--- src/rtl/dma_channel_arbiter.sv ---
// Round-robin front end that lets NUM_CH channel controllers share one data-mover
// read/write command path and merges the two completion statuses back to the owner.
module dma_channel_arbiter #(
   parameter int  NUM_CH = 4,
   parameter int  CMD_W  = 96,
   localparam int CH_W   = $clog2(NUM_CH)
) (
   input  logic                    ACLK,
   input  logic                    ARESETn,
   input  logic [NUM_CH-1:0]       ChCmdValid,
   output logic [NUM_CH-1:0]       ChCmdReady,
   input  logic [NUM_CH*CMD_W-1:0] ChCmdData,
   output logic [NUM_CH-1:0]       ChStatValid,
   input  logic [NUM_CH-1:0]       ChStatReady,
   output logic [NUM_CH*2-1:0]     ChStatData,
   output logic                    RdCmdValid,
   input  logic                    RdCmdReady,
   output logic [CMD_W-1:0]        RdCmdData,
   output logic                    WrCmdValid,
   input  logic                    WrCmdReady,
   output logic [CMD_W-1:0]        WrCmdData,
   input  logic                    RdStatValid,
   output logic                    RdStatReady,
   input  logic [1:0]              RdStatData,
   input  logic                    WrStatValid,
   output logic                    WrStatReady,
   input  logic [1:0]              WrStatData,
   output logic                    Busy,
   output logic [CH_W-1:0]         GrantId,
   output logic [1:0]              dbg_state
);

   // Every port pair is ready/valid: a transfer happens on a rising edge where both are
   // high; a raised valid is held with stable payload until that transfer.

   typedef enum logic [1:0] {IDLE = 2'd0, ISSUE = 2'd1, WAIT_STAT = 2'd2, REPORT = 2'd3} state_t;

   state_t            state;
   logic [CH_W-1:0]   rr_ptr;
   logic [CH_W-1:0]   grant;
   logic [CMD_W-1:0]  cmd_q;
   logic              rd_issued, wr_issued;
   logic              rd_got, wr_got;
   logic [1:0]        rd_stat_q, wr_stat_q;
   logic [1:0]        merged;

   logic              pick_found;
   logic [CH_W-1:0]   pick;
   logic [CH_W:0]     scan;

   logic              rd_cmd_hs, wr_cmd_hs, rd_stat_hs, wr_stat_hs;

   // Search ptr, ptr+1, ... with wrap; the extra scan bit absorbs the overflow.
   always_comb begin
      pick_found = 1'b0;
      pick       = '0;
      scan       = '0;
      for (int k = 0; k < NUM_CH; k++) begin
         scan = {1'b0, rr_ptr} + (CH_W+1)'(k);
         if (scan >= (CH_W+1)'(NUM_CH))
            scan = scan - (CH_W+1)'(NUM_CH);
         if (!pick_found && ChCmdValid[scan[CH_W-1:0]]) begin
            pick_found = 1'b1;
            pick       = scan[CH_W-1:0];
         end
      end
   end

   always_comb begin
      ChCmdReady = '0;
      if (state == IDLE && pick_found)
         ChCmdReady[pick] = 1'b1;
   end

   assign RdCmdValid  = (state == ISSUE) && !rd_issued;
   assign WrCmdValid  = (state == ISSUE) && !wr_issued;
   assign RdCmdData   = cmd_q;
   assign WrCmdData   = cmd_q;
   assign RdStatReady = (state == ISSUE || state == WAIT_STAT) && !rd_got;
   assign WrStatReady = (state == ISSUE || state == WAIT_STAT) && !wr_got;

   assign rd_cmd_hs  = RdCmdValid && RdCmdReady;
   assign wr_cmd_hs  = WrCmdValid && WrCmdReady;
   assign rd_stat_hs = RdStatValid && RdStatReady;
   assign wr_stat_hs = WrStatValid && WrStatReady;

   // A read error dominates whatever the write side reported.
   assign merged = (rd_stat_q != 2'b00) ? rd_stat_q : wr_stat_q;

   always_comb begin
      ChStatValid = '0;
      ChStatData  = '0;
      if (state == REPORT) begin
         ChStatValid[grant]              = 1'b1;
         ChStatData[int'(grant)*2 +: 2]  = merged;
      end
   end

   assign Busy      = (state != IDLE);
   assign GrantId   = grant;
   assign dbg_state = state;

   always_ff @(posedge ACLK) begin
      if (!ARESETn) begin
         state     <= IDLE;
         rr_ptr    <= '0;
         grant     <= '0;
         cmd_q     <= '0;
         rd_issued <= 1'b0;
         wr_issued <= 1'b0;
         rd_got    <= 1'b0;
         wr_got    <= 1'b0;
         rd_stat_q <= '0;
         wr_stat_q <= '0;
      end else begin
         case (state)
            IDLE: begin
               if (pick_found) begin
                  cmd_q <= ChCmdData[int'(pick)*CMD_W +: CMD_W];
                  grant <= pick;
                  state <= ISSUE;
               end
            end
            ISSUE: begin
               if (rd_cmd_hs) rd_issued <= 1'b1;
               if (wr_cmd_hs) wr_issued <= 1'b1;
               if (rd_issued && wr_issued) state <= WAIT_STAT;
            end
            WAIT_STAT: begin
               if ((rd_got || rd_stat_hs) && (wr_got || wr_stat_hs))
                  state <= REPORT;
            end
            REPORT: begin
               if (ChStatReady[grant]) begin
                  rr_ptr    <= (grant == CH_W'(NUM_CH-1)) ? '0 : grant + CH_W'(1);
                  rd_issued <= 1'b0;
                  wr_issued <= 1'b0;
                  rd_got    <= 1'b0;
                  wr_got    <= 1'b0;
                  state     <= IDLE;
               end
            end
            default: state <= IDLE;
         endcase
         // Status may land any time in ISSUE/WAIT_STAT, even before its own command issues.
         if (rd_stat_hs) begin
            rd_stat_q <= RdStatData;
            rd_got    <= 1'b1;
         end
         if (wr_stat_hs) begin
            wr_stat_q <= WrStatData;
            wr_got    <= 1'b1;
         end
      end
   end

endmodule

--- config.mk ---
export PLATFORM = sky130hd
export DESIGN_NAME = dma_channel_arbiter
export DESIGN_NICKNAME = d
export VERILOG_FILES = /design/src/rtl/dma_channel_arbiter.sv
export SDC_FILE = /design/constraint.sdc
export NUM_CORES = 1
export LEC_CHECK = 0
export BUFFER_PORTS_ARGS = -buffer_cell sky130_fd_sc_hd__buf_2
export CORE_AREA = 5 5 236 238
export DETAILED_ROUTE_END_ITERATION = 8
export DIE_AREA = 0 0 241 243
export PLACE_DENSITY = 0.34
export SYNTH_ARGS = -nofsm -noshare
export SYNTH_HDL_FRONTEND = slang
export SYNTH_SLANG_ARGS = --single-unit
--- constraint.sdc ---
create_clock -name ACLK -period 1.9 [get_ports ACLK]
set_input_delay 0.095 -clock ACLK [delete_from_list [all_inputs] [get_ports ACLK]]
set_output_delay 0.095 -clock ACLK [all_outputs]
set_load 0.01 [all_outputs]
=== Yosys cells after proc, flatten, opt, wreduce, memory -nomap -nowiden ===
Index checks and enable logic that the tools add are counted.

* $add $sub $neg: 9
* $mul: 1
* Magnitude comparators: 12
* Eq/ne operators: 10
* Shift operators: 3
* Mux-type cells: 44
* Bitwise operators: 1
* Reductions and logical operators: 41

{| class="wikitable"
|+ Operators with widths
! operator !! count
|-
| indexed part select 384 x 10 -> 96 bit || 1
|-
| negation 3 -> 33 bit || 1
|-
| variable shift 2 x 33 -> 8 bit, first input constant || 1
|-
| indexed part select 2 x 33 -> 8 bit || 1
|-
| 2-to-1 mux 2 bit || 14
|-
| less-than comparator 2 x 3 -> 1 bit, second input constant || 6
|-
| 2-to-1 mux 1 bit || 17
|-
| logical AND 1 bit || 16
|-
| nonzero test 2 bit || 7
|-
| binary-select mux 1 bit (select 2 bit) || 5
|-
| >= comparator 3 bit, second input constant || 3
|-
| bitwise AND 8 bit || 1
|-
| 2-to-1 mux 4 bit || 2
|-
| 2-to-1 mux 8 bit || 1
|-
| one-hot mux 2 bit (4 select lines) || 1
|-
| AND reduction 2 bit || 4
|-
| subtractor 2 x 1 -> 2 bit, second input constant || 4
|-
| zero test 1 bit || 7
|-
| adder 2 x 2 -> 3 bit, second input constant || 2
|-
| == test 2 bit, second input constant || 3
|-
| inequality test 2 x 1 -> 1 bit, second input constant || 3
|-
| inequality test 2 bit, second input constant || 3
|-
| AND reduction 3 bit || 2
|-
| demux 1 bit (select 2 bit) || 2
|-
| 10 further kinds || 14
|}

* Register bits: 110
* Input bits: 402
* Output and inout port bits: 217
* Word-level logic and storage cells: 131

=== Longest topological paths before layout ===
* Depth after elaboration: 19
* Mapped depth: 10
* Depth with buffers taken out: 7

=== Worst setup path before layout ===
Ideal clock, no wire load.

* Kind: flip-flop to flip-flop
* Start point: reg state[0], in the netlist dbg_state[0]
* End point: reg state[0], in the netlist dbg_state[0]
* Setup time: 115 ps
* Arrival: 1,807 ps
* Required time: 1,785 ps
* Slack: -22 ps
* Cell stages (with the launch flop): 8
* Path buffers: 0
* Clock period less this slack: 1,922 ps
* Cells stage by stage: dfxtp_1 inv_1 ha_1 a21oi_1 o21ai_0 or4b_4 o31a_1 o21a_1

* Word-level cells in the longest chain between the ends: 8
* Elaborated cells on any way between the ends: 18
* Classes of those cells: 7 x eq/ne; 1 x mux; 10 x reduce/logical

{| class="wikitable"
|+ Ends and longest elaborated chain
! element !! line !! RTL
|-
| start, declared || 38 || <nowiki>state_t state;</nowiki>
|-
| start signal, assigned || 105 || <nowiki>state <= IDLE;</nowiki>
|-
| start signal, assigned || 121 || <nowiki>state <= ISSUE;</nowiki>
|-
| start signal, assigned || 127 || <nowiki>if (rd_issued && wr_issued) state <= WAIT_STAT;</nowiki>
|-
| == test 2 x 1 -> 1 bit or == test 2 bit (tied branches) || 79, 80, 116 ||
|-
| logical OR 1 bit || 79, 80 ||
|-
| logical AND 1 bit (on tied branches) || 79, 80 ||
|-
| logical AND 1 bit (on tied branches) || 84, 85 ||
|-
| logical OR 1 bit || 130 || <nowiki>if ((rd_got || rd_stat_hs) && (wr_got || wr_stat_hs))</nowiki>
|-
| logical AND 1 bit || 130 ||
|-
| inequality test 2 x 1 -> 1 bit (no source line) || -- ||
|-
| AND reduction 4 bit (no source line) || -- ||
|}

Parallel ways exist; a longest one is shown, timed or not.
A chain may end at the register's enable or synchronous reset.

=== Worst setup path in the final report ===
* Start point: reg rr_ptr[1]
* End point: reg cmd_q[75], in the netlist RdCmdData[75]

* Word-level cells in the longest chain between the ends: 16
* Elaborated cells on any way between the ends: 40
* Classes of those cells: 7 x add/sub; 1 x mul; 4 x order compare; 1 x shift; 20 x mux; 7 x reduce/logical

{| class="wikitable"
|+ Ends and longest elaborated chain
! element !! line !! RTL
|-
| start, declared || 39 || <nowiki>logic [CH_W-1:0] rr_ptr;</nowiki>
|-
| start signal, assigned || 135 || <nowiki>rr_ptr <= (grant == CH_W'(NUM_CH-1)) ? '0 : grant + CH_W'(1);</nowiki>
|-
| branches (longest 16 deep; another with adder 2 x 1 -> 3 bit) || -- ||
|-
| end signal, assigned || 119 || <nowiki>cmd_q <= ChCmdData[int'(pick)*CMD_W +: CMD_W];</nowiki>
|-
| end, declared || 41 || <nowiki>logic [CMD_W-1:0] cmd_q;</nowiki>
|}

Parallel ways; which one is timed is not known. The select of a mux whose other input is x is not followed.

==> results.py <==
metrics = {
    "detailed_routing": {
        "wire_per_inst_um": 16.8,
        "vias": 8811,
        "drt-total-wl_mm": 37.5,
        "ant_nets": 0,
        "viasPerCell": 3.94,
        "drc": 0,
        "drt_pass1_iterations": 4,
        "first_iter_violations": 205,
    },
    "timing": {
        "slew_headroom": 0.744,
        "fin_skew_ns": 0.00999,
        "tightest_slew_ns": 0.383,
        "clock.fmax_mhz": 517,
        "hold_viol": 0,
        "fin_setup_tns_ns": -0.133,
        "setup_slack_ns": -0.0338,
        "fin_crit_ns": 1.93,
        "final.period_utilization": 1.02,
        "final-setup-viol-count": 6,
        "slew_violations": 0,
        "rsz0062_at_grt": "yes",
    },
    "pwr": {
        "p_per_area_nw_per_um2": 844,
        "p_leak_nw": 6.60,
        "vdd_drop_max_mv": 0.460,
    },
    "die": {
        "ioPinCount": 619,
        "die_x_um": 241,
        "die_h_um": 243,
        "start_util": 0.134,
        "fp.coreArea_um2": 53400,
        "dieArea_um2": 58600,
        "rows": 85,
    },
    "grt": {
        "grt_usage": 0.117,
        "met3_usage": 0.0271,
        "grt_start_max_net_pins": 50,
        "antenna_found_initial": 3,
        "met2_usage": 0.222,
        "grt_pass1_vias": 9418,
        "grt-busiest-layer": "met2",
        "grt_overflow_total": 0,
        "met1_usage": 0.124,
        "grt_first_pass_wirelength_mm": 53.5,
    },
    "final_layout": {
        "ff_latch_area_um2": 2210,
        "drive_above_1_share": 0.491,
        "fillers": 5735,
        "syn2layout_area_growth_pct": 93.3,
        "fin_util": 0.260,
        "nets": 1950,
        "multiInputGateArea_um2": 4100,
    },
    "synthesis": {
        "synth_cell_types": 30,
        "synth_area_per_cell_um2": 9.38,
        "synth_compound_area_frac": 0.138,
        "syn_nets": 1179,
        "synth-adder-area-share": 0.0209,
        "yosysSeqAreaShare": 0.307,
        "synth-seq-cells": 110,
        "synthSimpleGateAreaFrac": 0.0961,
        "yosysWarningCount": 0,
        "synth.area.mux_share": 0.277,
        "synth_top_family_by_area": "multiplexers",
        "synth_xor_area_frac": 0,
        "synthCells": 765,
        "syn_area_um2": 7170,
    },
    "run_status": {
        "status": "complete, but fails checks",
        "violations": "negative setup slack",
    },
    "worst_setup_path": {
        "criticalPathCategory": "reg -> reg",
        "cp.arrival_ns": 2.18,
        "required_ns": 2.15,
        "path_max_fanout": 7,
        "crit_end": "RdCmdData[75]",
        "timing.rr.start": "rr_ptr[1]",
        "r2r-end": "RdCmdData[75]",
        "ff2ff_path_depth": 9,
        "crit_start": "rr_ptr[1]",
        "critPathLaunchType": "register",
        "slowest_stage": "dfxtp_2",
        "r2r_slack_ns": -0.03,
        "cp_cell_sequence": "mux2i_1 > nor2_1 > nor3_2 > buf_6 > buf_8 > buf_6 > mux2i_1 > buf_4 > o221ai_1",
        "endpoint_kind": "register",
        "critPathMaxStageDelay_ns": 0.36,
    },
    "place": {
        "gp_congestion": 0.781,
        "dp_hpwl_mm": 27.7,
        "numPortBuffers": 618,
    },
    "cts": {
        "cts.clk_slew.worst_paths_ns": 0.08,
        "clkLatencyLatePin_ns": 0.38,
        "cts.sinks": 110,
        "cts_max_path_buffers": 2,
        "clock_tree.root_cell": "clkbuf_16",
        "cts_tree": "built",
        "cts_inserted_buffers": 9,
        "htree_levels": 3,
    },
    "hold_path": {
        "min_path_type": "in -> reg",
    },
    "flow_run": {
        "drv_cap": 0,
    },
}
==> Yosys cell counts, drive strengths merged <==
master | count | area share
o21ai | 1 | 0.00070
nor2b | 6 | 0.0052
or2b | 1 | 0.0010
nor2 | 19 | 0.0099
nand4b | 1 | 0.0012
inv | 9 | 0.0047
o31a | 1 | 0.0012
buf | 147 | 0.15
o22a | 1 | 0.0012
or4b | 1 | 0.0019
nand3 | 6 | 0.0042
o221ai | 96 | 0.12
o21a | 2 | 0.0021
nor3b | 2 | 0.0021
mux2i | 196 | 0.27
dfxtp | 110 | 0.31
nor3 | 4 | 0.0028
nand4 | 2 | 0.0017
ha | 12 | 0.021
and2 | 5 | 0.0044
a21oi | 20 | 0.014
nor4 | 1 | 0.0017
o22ai | 1 | 0.00087
nand2 | 111 | 0.058
mux4 | 1 | 0.0031
clkbuf | 7 | 0.0037
nand2b | 2 | 0.0017
==> layer usage <==
metal | vias up | wire length [um]
li1 | 4257 | -
met1 | 4119 | 14400
met2 | 379 | 19700
met3 | 50 | 2610
met4 | 6 | 857
met5 | - | 22
==> power breakdown <==
part / switching, W / internal, W / total, W
Sequential: 0.000683 / 0.00302 / 0.00371
Clock: 0.00101 / 0.00115 / 0.00216
Combinational: 0.00296 / 0.00288 / 0.00584
==> placed cells by master, fill, tap and decap left out, types with 9 or more instances in the layout <==
cell type	netlist	final
a21oi_1	19	17
buf_8	0	11
clkbuf_16	0	14
dlygate4sd3_1	0	228
buf_12	0	9
buf_4	102	23
mux2i_2	0	16
o221ai_1	96	91
nand2_1	111	109
nor2_1	19	19
mux2i_1	196	174
dfxtp_1	110	105
buf_6	17	14
buf_2	28	618
==> flip-flops by register name, summed over array words and instances (netlist names) <==
register	count
rd_issued	1
rr_ptr	2
wr_stat_q	2
rd_stat_q	2
GrantId	2
wr_got	1
RdCmdData	96
wr_issued	1
rd_got	1
dbg_state	2
==> kinds of logic after synthesis <==
| logic type | after synthesis |
|---|---|
| AO/OA/AOI/OAI | 122 |
| adder cells (fa/ha/maj) | 12 |
| buffers and inverters | 163 |
| flip-flops | 110 |
| multiplexers | 197 |
| AND/OR/NAND/NOR | 161 |
==> timing repair <==
| action | in CTS | in global routing |
|---|---|---|
| hold buffers | 227 | 1 |
| pin swaps | 3 | 27 |
| endpoints found under the setup margin | 19 | 103 |
| resized for setup | 41 | 65 |
| buffers inserted | 6 | 9 |
| endpoints found under the hold margin | 85 | 1 |
| cloned | 3 | 5 |
==> worst min path at each step <==
| stage | start | to | slack (ns) | cells past startpoint |
|---|---|---|---|---|
| after floorplan | ARESETn | dbg_state[1] | 0.23 | 2 |
| after global placement | WrStatData[0] | wr_stat_q[0] | 0.36 | 3 |
| after detailed placement | WrStatData[0] | wr_stat_q[0] | 0.37 | 3 |
| after CTS | ChCmdData[360] | RdCmdData[72] | 0.0001 | 3 |
| after global routing | ChCmdData[16] | RdCmdData[16] | 0.006 | 3 |
| final | ChCmdData[200] | RdCmdData[8] | 0.02 | 3 |
==> per-stage QoR <==
stage	hold slack, ns	setup slack, ns	instance area (um2)	cells	power (W)
detailed placement	0.369	-0.176	10500	1970	0.00879
global route	0.00582	-0.142	13900	2236	0.0125
finish	0.0170	-0.0338	13900	2237	0.0117
CTS	0.000108	-0.0682	13400	2221	0.0116
global placement	0.362	-0.162	10500	1970	0.00883
floorplan	0.234	0.0470	7170	765	0.00692
==> worst max-delay path: cells and delay by family (launching register included) <==
kind / cells / cell delay (ns)
flip-flops: 1 / 0.36
AND/OR/NAND/NOR: 2 / 0.30
AO/OA/AOI/OAI: 1 / 0.09
buffers and inverters: 4 / 0.65
multiplexers: 2 / 0.38
==> cell type report <==
| type | instances | area share |
|---|---|---|
| timing repair buffer | 914 | 0.457 |
| antenna | 1 | 0.000180 |
| inverter | 9 | 0.00271 |
| clock inverter | 4 | 0.00523 |
| sequential | 110 | 0.159 |
| tap | 696 | 0.0628 |
| clock buffer | 11 | 0.0168 |
| multi-input combinational | 492 | 0.296 |
No activity file was read; power rests on OpenSTA's default activity.
